$ cat src/rtl/csr_axi_lite_slave.sv
// AXI4-Lite responder that turns host control-channel transactions into
// single-cycle strobes and read requests on the CSR bank port.
module csr_axi_lite_slave #(
  parameter int LOG2_CSR_REG_NUM = 8
) (
  input  logic                          clk,
  input  logic                          rst,
  input  logic                          S_AXI_AWVALID,
  output logic                          S_AXI_AWREADY,
  input  logic [LOG2_CSR_REG_NUM+1:0]   S_AXI_AWADDR,
  input  logic [2:0]                    S_AXI_AWPROT,
  input  logic [31:0]                   S_AXI_WDATA,
  input  logic [3:0]                    S_AXI_WSTRB,
  input  logic                          S_AXI_WVALID,
  output logic                          S_AXI_WREADY,
  output logic                          S_AXI_BVALID,
  input  logic                          S_AXI_BREADY,
  output logic [1:0]                    S_AXI_BRESP,
  input  logic                          S_AXI_ARVALID,
  output logic                          S_AXI_ARREADY,
  input  logic [LOG2_CSR_REG_NUM+1:0]   S_AXI_ARADDR,
  input  logic [2:0]                    S_AXI_ARPROT,
  output logic                          S_AXI_RVALID,
  input  logic                          S_AXI_RREADY,
  output logic [31:0]                   S_AXI_RDATA,
  output logic [1:0]                    S_AXI_RRESP,
  output logic                          csr_wr_vld,
  output logic [LOG2_CSR_REG_NUM-1:0]   csr_wr_addr,
  output logic [31:0]                   csr_wr_data,
  output logic                          csr_rd_en,
  output logic [LOG2_CSR_REG_NUM-1:0]   csr_rd_addr,
  input  logic [31:0]                   csr_rd_data
);

  localparam logic [1:0] W_COLLECT = 2'd0;
  localparam logic [1:0] W_EXEC    = 2'd1;
  localparam logic [1:0] W_RESP    = 2'd2;

  localparam logic [1:0] R_IDLE    = 2'd0;
  localparam logic [1:0] R_REQ     = 2'd1;
  localparam logic [1:0] R_WAIT    = 2'd2;
  localparam logic [1:0] R_RESP    = 2'd3;

  logic [1:0]                  wstate;
  logic [1:0]                  rstate;
  logic                        aw_held;
  logic                        w_held;
  logic                        awready;
  logic                        wready;
  logic                        arready;
  logic [LOG2_CSR_REG_NUM-1:0] wr_idx;
  logic [LOG2_CSR_REG_NUM-1:0] rd_idx;
  logic [31:0]                 wr_data;
  logic [31:0]                 rdata;
  logic                        aw_hs;
  logic                        w_hs;
  logic                        aw_got;
  logic                        w_got;
  logic                        unused_ok;

  assign unused_ok = ^{S_AXI_AWPROT, S_AXI_ARPROT, S_AXI_WSTRB,
                       S_AXI_AWADDR[1:0], S_AXI_ARADDR[1:0]};

  assign aw_hs  = S_AXI_AWVALID && awready;
  assign w_hs   = S_AXI_WVALID && wready;
  assign aw_got = aw_held || aw_hs;
  assign w_got  = w_held || w_hs;

  // READY flags are registered from the next-state so they never follow VALID
  always_ff @(posedge clk) begin
    if (rst) begin
      wstate  <= W_COLLECT;
      aw_held <= 1'b0;
      w_held  <= 1'b0;
      awready <= 1'b0;
      wready  <= 1'b0;
      wr_idx  <= '0;
      wr_data <= '0;
    end else begin
      case (wstate)
        W_COLLECT: begin
          if (aw_hs) begin
            aw_held <= 1'b1;
            wr_idx  <= S_AXI_AWADDR[LOG2_CSR_REG_NUM+1:2];
          end
          if (w_hs) begin
            w_held  <= 1'b1;
            wr_data <= S_AXI_WDATA;
          end
          if (aw_got && w_got) begin
            wstate  <= W_EXEC;
            awready <= 1'b0;
            wready  <= 1'b0;
          end else begin
            awready <= !aw_got;
            wready  <= !w_got;
          end
        end
        W_EXEC: wstate <= W_RESP;
        W_RESP: begin
          if (S_AXI_BREADY) begin
            wstate  <= W_COLLECT;
            aw_held <= 1'b0;
            w_held  <= 1'b0;
            awready <= 1'b1;
            wready  <= 1'b1;
          end
        end
        default: begin
          wstate  <= W_COLLECT;
          aw_held <= 1'b0;
          w_held  <= 1'b0;
          awready <= 1'b0;
          wready  <= 1'b0;
        end
      endcase
    end
  end

  // A read parked in R_REQ waits out W_EXEC so it observes the write's effect
  always_ff @(posedge clk) begin
    if (rst) begin
      rstate  <= R_IDLE;
      arready <= 1'b0;
      rd_idx  <= '0;
      rdata   <= '0;
    end else begin
      case (rstate)
        R_IDLE: begin
          if (S_AXI_ARVALID && arready) begin
            rd_idx  <= S_AXI_ARADDR[LOG2_CSR_REG_NUM+1:2];
            rstate  <= R_REQ;
            arready <= 1'b0;
          end else begin
            arready <= 1'b1;
          end
        end
        R_REQ: begin
          if (wstate != W_EXEC) rstate <= R_WAIT;
        end
        R_WAIT: begin
          rdata  <= csr_rd_data;
          rstate <= R_RESP;
        end
        R_RESP: begin
          if (S_AXI_RREADY) begin
            rstate  <= R_IDLE;
            arready <= 1'b1;
          end
        end
        default: begin
          rstate  <= R_IDLE;
          arready <= 1'b0;
        end
      endcase
    end
  end

  assign S_AXI_AWREADY = awready;
  assign S_AXI_WREADY  = wready;
  assign S_AXI_BVALID  = (wstate == W_RESP);
  assign S_AXI_BRESP   = 2'b00;
  assign S_AXI_ARREADY = arready;
  assign S_AXI_RVALID  = (rstate == R_RESP);
  assign S_AXI_RDATA   = rdata;
  assign S_AXI_RRESP   = 2'b00;

  assign csr_wr_vld  = (wstate == W_EXEC);
  assign csr_wr_addr = wr_idx;
  assign csr_wr_data = wr_data;
  assign csr_rd_en   = (rstate == R_REQ) && (wstate != W_EXEC);
  assign csr_rd_addr = rd_idx;

endmodule

$ cat config.mk
export PLATFORM = sky130hd
export DESIGN_NAME = csr_axi_lite_slave
export DESIGN_NICKNAME = d
export VERILOG_FILES = /design/src/rtl/csr_axi_lite_slave.sv
export SDC_FILE = /design/constraint.sdc
export NUM_CORES = 1
export LEC_CHECK = 0
export ABC_AREA = 1
export BUFFER_PORTS_ARGS = -buffer_cell sky130_fd_sc_hd__buf_2
export CORE_MARGIN = 3
export CORE_UTILIZATION = 35
export CTS_CLUSTER_DIAMETER = 50
export DETAILED_ROUTE_END_ITERATION = 6
export PLACE_DENSITY_LB_ADDON = 0.3
export SLEW_MARGIN = 20
export SYNTH_ARGS = -nofsm -noshare
export SYNTH_HDL_FRONTEND = slang
export SYNTH_SLANG_ARGS = --single-unit
export TNS_END_PERCENT = 50
$ cat constraint.sdc
create_clock -name clk -period 1.5 [get_ports clk]
set_input_delay 0.075 -clock clk [delete_from_list [all_inputs] [get_ports clk]]
set_output_delay 0.075 -clock clk [all_outputs]
set_load 0.03 [all_outputs]
* Word level (Yosys, flattened, before mapping) *
Index checks and enable logic that the tools add are counted.

word-level totals
  register bits = 89
  bits of input ports = 101
  output and inout bits = 91
  logic and storage cells = 66

cells by class
  equal/unequal tests = 13
  muxes and demuxes = 20
  bitwise operators = 1
  reductions and logical operators = 21

operators by type and width
  kind                                            count
  case mux 1 bit (3 select lines)                 4
  AND reduction 2 bit                             6
  2-to-1 mux 2 bit                                5
  != test 2 bit (second input constant)           5
  AND reduction 3 bit                             3
  2-to-1 mux 1 bit                                8
  case mux 2 bit (4 select lines)                 1
  == test 2 bit (second input constant)           3
  != test 2 x 1 -> 1 bit (second input constant)  3
  case mux 2 bit (3 select lines)                 1
  logical AND 1 bit                               5
  == test 2 x 1 -> 1 bit (second input constant)  2
  logical NOT 2 bit                               2
  logical NOT 1 bit                               2
  logical OR 1 bit                                2
  case mux 1 bit (2 select lines)                 1
  nonzero test 2 bit                              1
  inverter 1 bit                                  1

* Depth between registers and ports, before layout *
Gate-level depths: netlist of the first run.

  depth after elaboration = 5
  depth in mapped cells = 7
  mapped depth without buffers = 7

* Worst setup path before layout of the first run *
No wires, ideal clock.

  path kind = reg-to-reg
  start = register rstate[0]
  end = register rdata[24] (netlist: S_AXI_RDATA[24])
  library setup time = 0.065 ns
  data arrival time = 1.202 ns
  required time = 1.435 ns
  slack = 0.233 ns
  stages on the path, launching flop included = 7
  buffers on the path = 1
  period minus slack after synthesis = 1.267 ns
  cell sequence = dfxtp_1 > inv_1 > ha_1 > inv_1 > clkbuf_1 > nor2_1 > nor2_1

between the ends
  word-level cells in the longest chain between the ends = 1

ends and longest elaborated chain
  what                      line  source
  start: declaration        45    logic [1:0] rstate;
  start signal: assignment  123   rstate <= R_IDLE;
  start signal: assignment  132   rstate <= R_REQ;
  start signal: assignment  139   if (wstate != W_EXEC) rstate <= R_WAIT;
  == test 2 bit             128   case (rstate)
  end signal: assignment    142   rdata <= csr_rd_data;
  end: declaration          54    logic [31:0] rdata;

Every way passes these cells.
A chain may end at the register's enable or synchronous reset.

* Final worst setup path of the first run *
  start = register rstate[1]
  end = output csr_rd_en

between the ends
  word-level cells in the longest chain between the ends = 2

ends and longest elaborated chain
  what                    line  source
  == test 2 x 1 -> 1 bit  171   assign csr_rd_en = (rstate == R_REQ) && (wstate != W_EXEC);
  logical AND 1 bit       171
  end: declaration        30    output logic csr_rd_en,

Every way passes these cells.

==> results of run 1 <==
## registers in the layout, summed over array words and instances, names as in the netlist, 2 cells and up
register and cells:
rstate 2, wstate 2, csr_rd_addr 8, csr_wr_data 32, csr_wr_addr 8, S_AXI_RDATA 32
## through the flow
stage | power (W) | setup slack, ns | hold slack, ns | cell area (um^2)
after floorplan | 0.00510 | 0.233 | 0.144 | 3320
after global placement | 0.00590 | 0.0746 | 0.297 | 4270
after detailed placement | 0.00596 | 0.00420 | 0.304 | 4270
after CTS | 0.00808 | 0.0656 | 0.00157 | 5280
after global routing | 0.00853 | 0.00114 | 0.0127 | 5300
final | 0.00804 | 0.107 | 0.0197 | 5300
## logic make-up (layout without fill, tap and decap cells)
| group | Yosys count | after routing |
|---|---|---|
| DFF | 89 | 89 |
| AOI/OAI and AO/OA | 95 | 95 |
| adders and majority gates | 5 | 5 |
| and+or+nand+nor | 187 | 187 |
| other | 1 | 4 |
| buffers and inverters | 53 | 298 |
## power breakdown
group	leakage [nW]	internal [W]	switching [W]
clock network	0.109	0.00110	0.000817
logic	1.80	0.000962	0.00202
registers	0.731	0.00287	0.000269
total	2.64	0.00493	0.00311
## worst paths after layout
| path | cells after the start | endpoint | from | slack [ns] |
|---|---|---|---|---|
| worst max-delay path | 5 | csr_rd_en | rstate[1] | 0.11 |
| worst min-delay path | 3 | csr_wr_data[21] | S_AXI_WDATA[21] | 0.02 |
| worst max register to register | 5 | S_AXI_RDATA[27] | rstate[0] | 0.16 |
| worst min register to register | 2 | csr_rd_addr[6] | csr_rd_addr[6] | 0.45 |
## cell usage after synthesis
cell type | count | share of area [%]
buf_6 | 3 | 1.0
nand2_1 | 27 | 3.1
a21oi_1 | 14 | 2.1
nand4_1 | 2 | 0.38
dfxtp_1 | 89 | 54
buf_4 | 4 | 0.91
inv_4 | 1 | 0.19
inv_2 | 2 | 0.23
nor2_4 | 1 | 0.34
conb_1 | 1 | 0.11
buf_2 | 5 | 0.76
ha_1 | 5 | 1.9
clkbuf_1 | 9 | 1.0
nand3_2 | 1 | 0.30
o21ai_0 | 51 | 7.7
nand3_4 | 1 | 0.53
clkbuf_2 | 3 | 0.45
nand3_1 | 5 | 0.76
nor2_1 | 150 | 17
inv_1 | 24 | 2.7
o21ai_1 | 30 | 4.5
buf_1 | 2 | 0.23
## final cells by class
cell class,count,area [um^2]
Fill cell,796,3680
Sequential cell,89,1780
Timing Repair Buffer,256,1710
Multi-Input combinational cell,291,1310
Tap cell,126,158
Clock buffer,10,128
Clock inverter,5,105
Inverter,27,104
## metal layers
layer	vias up	wire length [um]
li1	1839	-
met1	1598	4140
met2	127	4890
met3	6	733
met4	0	69
met5	-	0
## worst register-to-register path, cell delays in order (launching register included)
cell and delay (ns):
dfxtp_1 0.34, inv_1 0.13, ha_1 0.21, buf_4 0.31
o21ai_1 0.14, nor2_1 0.14
## what timing repair did
item                       4_1_cts  5_1_grt
hold buffers                    78        0
gates resized for setup          1        5
setup endpoints to repair        1        4
hold endpoints to repair        80        0
==> impl_metrics.env, run 1 <==
export IMPL_status="complete, no violations"
export IMPL_core_region_area_um2=8980
export IMPL_dp_hpwl_mm=6.09
export IMPL_path_buf_inv=3
export IMPL_ir_drop_mv=0.862
export IMPL_cp_cell_sequence="inv_1, ha_1, inv_1, nor2_1, clkbuf_4"
export IMPL_ant_nets=0
export IMPL_worstSetupPathType="flop to output pin"
export IMPL_post_cts_buffers=0
export IMPL_clockBufferDepth=2
export IMPL_end_kind="output pin"
export IMPL_ios=192
export IMPL_numCtsBuffers=9
export IMPL_cts_tree="built"
export IMPL_cp_max_fo=4
export IMPL_drc=0
export IMPL_clock_sinks=89
export IMPL_grt_usage_pct=17.6
export IMPL_power_leakage_nw=2.64
export IMPL_syn_area_um2=3310
export IMPL_layout_drive_gt1_share_pct=29.5
export IMPL_ys_ff_latch=89
export IMPL_grt_pass1_wl_mm=15.2
export IMPL_fin_skew_ns=0.00835
export IMPL_worstSkewPairLatency_ns=0.33
export IMPL_grt_pass1_vias=3504
export IMPL_top_usage_layer="met2"
export IMPL_synthMuxAreaShare_pct=0
export IMPL_synthCells=430
export IMPL_rsz0062_at_grt="false"
export IMPL_final_common_cell="buf_2"
export IMPL_synth_xor_area_share_pct=0
export IMPL_start_util_pct=36.9
export IMPL_utilization_pct=59.0
export IMPL_worstHoldPathType="input pin to flop"
export IMPL_setup_violations_final=0
export IMPL_crit_path_max_incr_delay_ns=0.34
export IMPL_gr_total_overflow=0
export IMPL_met2_usage_pct=32.4
export IMPL_via_count=3570
export IMPL_yosysUniqueCellTypes=22
export IMPL_fin_cells=804
export IMPL_hold_viol=0
export IMPL_antenna_found_initial=0
export IMPL_grt_use_met1_pct=19.3
export IMPL_crit_arrival_ns=1.32
export IMPL_vias_per_cell=4.44
export IMPL_cp_slowest_cell="dfxtp_1"
export IMPL_finalCritPeriodShare_pct=92.8
export IMPL_firstDrtPassIters=4
export IMPL_synth_seq_area_share_pct=53.8
export IMPL_max_freq_mhz=718
export IMPL_synth_warnings=0
export IMPL_power_density_nw_per_um2=1520
export IMPL_drtIter0Drc=86
export IMPL_cap_violations=0
export IMPL_crit_path_frequent_cell="inv_1"
export IMPL_gr_usage_met3_pct=5.10
export IMPL_synth_top_family_by_area="simple AND/OR/NAND/NOR gates"
export IMPL_startpoint_type="flop"
export IMPL_dieArea_um2=10700
export IMPL_post_drt_wl_per_cell_um=12.2
export IMPL_layout_common_cells="172 x buf_2, 150 x nor2_1, 88 x dfxtp_1"
export IMPL_diodes=0
export IMPL_final_nets=780
export IMPL_clkTransAtPathRegs_ns=0.09
export IMPL_io_buffers=173
export IMPL_slew_violations=0
export IMPL_syn_to_final_growth_pct=59.8
export IMPL_synth_adder_area_share_pct=1.89
export IMPL_die_h_um=103
export IMPL_die_w_um=103
export IMPL_drt_total_wl_mm=9.83
export IMPL_place_gp_congestion=0.777
export IMPL_cp_top_family="buffers and inverters"
export IMPL_avgSynthCellArea_um2=7.71
export IMPL_dp_cells=711
export IMPL_worst_ep_required_time_ns=1.42
export IMPL_min_period_ns=1.39
export IMPL_rows=34
export IMPL_grt_max_degree=86
export IMPL_setup_tns_ns=0
export IMPL_yosys_area_share_simple_pct=22.4
export IMPL_cts_root_buffer="clkbuf_8"
export IMPL_cts_max_level=3
export IMPL_synth_compound_area_share_pct=14.4
Power figures use the tool's default switching activity.
==> run 2: changes to the inputs <==
Settings changed: BUFFER_PORTS_ARGS -buffer_cell sky130_fd_sc_hd__buf_2 to -buffer_cell sky130_fd_sc_hd__buf_4, CORE_UTILIZATION 35 to 45, CTS_BUF_LIST from default to sky130_fd_sc_hd__clkbuf_8.
==> run 2 against run 1 <==
Net effect:
- via count is 4.4% higher
- worst hold slack worse by 0.0069 ns
- critical endpoint is now S_AXI_RDATA[14]
- critical path depth stayed put
- worst setup slack worse by 0.023 ns
- largest cell class is now buffers
==> impl_metrics.env, run 2 (synthesis results as in run 1) <==
export IMPL_status="complete, no violations"
export IMPL_clkTransAtPathRegs_ns=0.09
export IMPL_power_density_nw_per_um2=1470
export IMPL_cp_slowest_cell="dfxtp_1"
export IMPL_min_period_ns=1.42
export IMPL_critPathLaunch="rstate[0]"
export IMPL_die_h_um=91.8
export IMPL_core_region_area_um2=6980
export IMPL_cp_cell_sequence="inv_1, ha_1, buf_4, o21ai_0, nor2_1"
export IMPL_end_kind="flop"
export IMPL_dieArea_um2=8430
export IMPL_vias_per_cell=4.81
export IMPL_placed_area_um2=4670
export IMPL_fin_cells=775
export IMPL_grt_pass1_wl_mm=17.4
export IMPL_via_count=3728
export IMPL_dp_cells=684
export IMPL_drc=0
export IMPL_hp_start="S_AXI_AWADDR[5]"
export IMPL_fill_cells=440
export IMPL_firstDrtPassIters=4
export IMPL_grt_usage_pct=25.3
export IMPL_ios=192
export IMPL_cts_root_buffer="clkbuf_8"
export IMPL_fin_skew_ns=0.00570
export IMPL_worstSkewPairLatency_ns=0.34
export IMPL_cts_max_level=3
export IMPL_path_buf_inv=2
export IMPL_ff_latch_area_um2=1780
export IMPL_drt_total_wl_mm=11.0
export IMPL_gr_total_overflow=0
export IMPL_io_buffers=173
export IMPL_place_gp_congestion=0.827
export IMPL_final_common_cell="buf_4"
export IMPL_worstHoldPathType="input pin to flop"
export IMPL_grt_pass1_vias=3628
export IMPL_post_cts_buffers=0
export IMPL_rows=30
export IMPL_worstSetupPathType="flop to flop"
export IMPL_antenna_found_initial=0
export IMPL_ir_drop_mv=1.06
export IMPL_layout_common_cells="180 x buf_4, 150 x nor2_1, 89 x dfxtp_1"
export IMPL_die_w_um=91.8
export IMPL_power_leakage_nw=2.71
export IMPL_dp_hpwl_mm=6.54
export IMPL_syn_to_final_growth_pct=70.2
export IMPL_clock_sinks=89
export IMPL_cp_top_family="flip-flops"
export IMPL_multi_input_area_um2=1300
export IMPL_cts_tree="built"
export IMPL_max_freq_mhz=707
export IMPL_hold_viol=0
export IMPL_clockBufferDepth=2
export IMPL_drtIter0Drc=192
export IMPL_crit_path_max_incr_delay_ns=0.38
export IMPL_postLayoutCellArea_um2=5640
export IMPL_rr_startpoint="rstate[0]"
export IMPL_cp_max_fo=22
export IMPL_worst_ep_required_time_ns=1.74
export IMPL_start_util_pct=47.5
export IMPL_final_nets=780
export IMPL_numCtsBuffers=9
export IMPL_startpoint_type="flop"
export IMPL_setup_violations_final=0
export IMPL_finalCritPeriodShare_pct=94.4
export IMPL_grt_max_degree=53
export IMPL_ant_nets=0
export IMPL_post_drt_wl_per_cell_um=14.2
export IMPL_diodes=0
export IMPL_slew_violations=0
export IMPL_cap_violations=0
export IMPL_crit_arrival_ns=1.65
export IMPL_layout_drive_gt1_share_pct=30.0
==> run 2: final cells by class <==
class / instances / share of cell area, %
clock buffers: 11 / 2.68
clock inverters: 5 / 1.11
inverters: 27 / 1.84
multi-input cells: 291 / 23.0
flip-flops and latches: 89 / 31.6
well taps: 96 / 2.13
repair buffers: 256 / 37.6
==> run 2: layer usage <==
layer	wire length (um)	vias up	track usage, %
met1	4210	1690	28.9
met5	0	-	0
li1	-	1843	-
met2	5650	172	45.1
met4	207	0	9.78
met3	932	23	6.48
==> run 2: path summary, 6_finish.rpt <==
| check | slack [ns] | depth (start not counted) | to |
|---|---|---|---|
| setup / recovery | 0.08 | 5 | S_AXI_RDATA[14] |
| hold / removal | 0.01 | 3 | csr_wr_addr[3] |
| setup reg to reg | 0.08 | 5 | S_AXI_RDATA[14] |
| hold reg to reg | 0.45 | 2 | csr_rd_addr[7] |
==> run 2: worst reg2reg max path, stage by stage (launching register included) <==
cell     delay, ns
dfxtp_1       0.38
inv_1         0.11
ha_1          0.26
buf_4         0.22
o21ai_0       0.26
nor2_1        0.08
==> run 2: where the power goes <==
part	leakage [nW]	internal, W	switching, W
Clock	0.102	0.000871	0.000856
Sequential	0.731	0.00287	0.000299
Combinational	1.88	0.00129	0.00208
==> run 2: repair_timing <==
| action | CTS | global route |
|---|---|---|
| hold buffers | 75 | 0 |
| hold endpoints to repair | 77 | 0 |
| gates resized for setup | 0 | 1 |
| setup endpoints to repair | 0 | 8 |
==> run 2: metrics by stage <==
| stage | util, % | setup TNS, ns | power, W | worst slack [ns] | hold slack [ns] |
|---|---|---|---|---|---|
| after global routing | 80.8 | -0.00307 | 0.00867 | -0.00307 | 0.0223 |
| after detailed placement | 66.9 | 0 | 0.00635 | 0.0426 | 0.282 |
| after global placement | 66.9 | 0 | 0.00626 | 0.0907 | 0.281 |
| after floorplan | - | 0 | 0.00510 | 0.233 | 0.144 |
| after CTS | 80.7 | 0 | 0.00823 | 0.0306 | 0.00129 |
| final | 80.8 | 0 | 0.00827 | 0.0846 | 0.0127 |
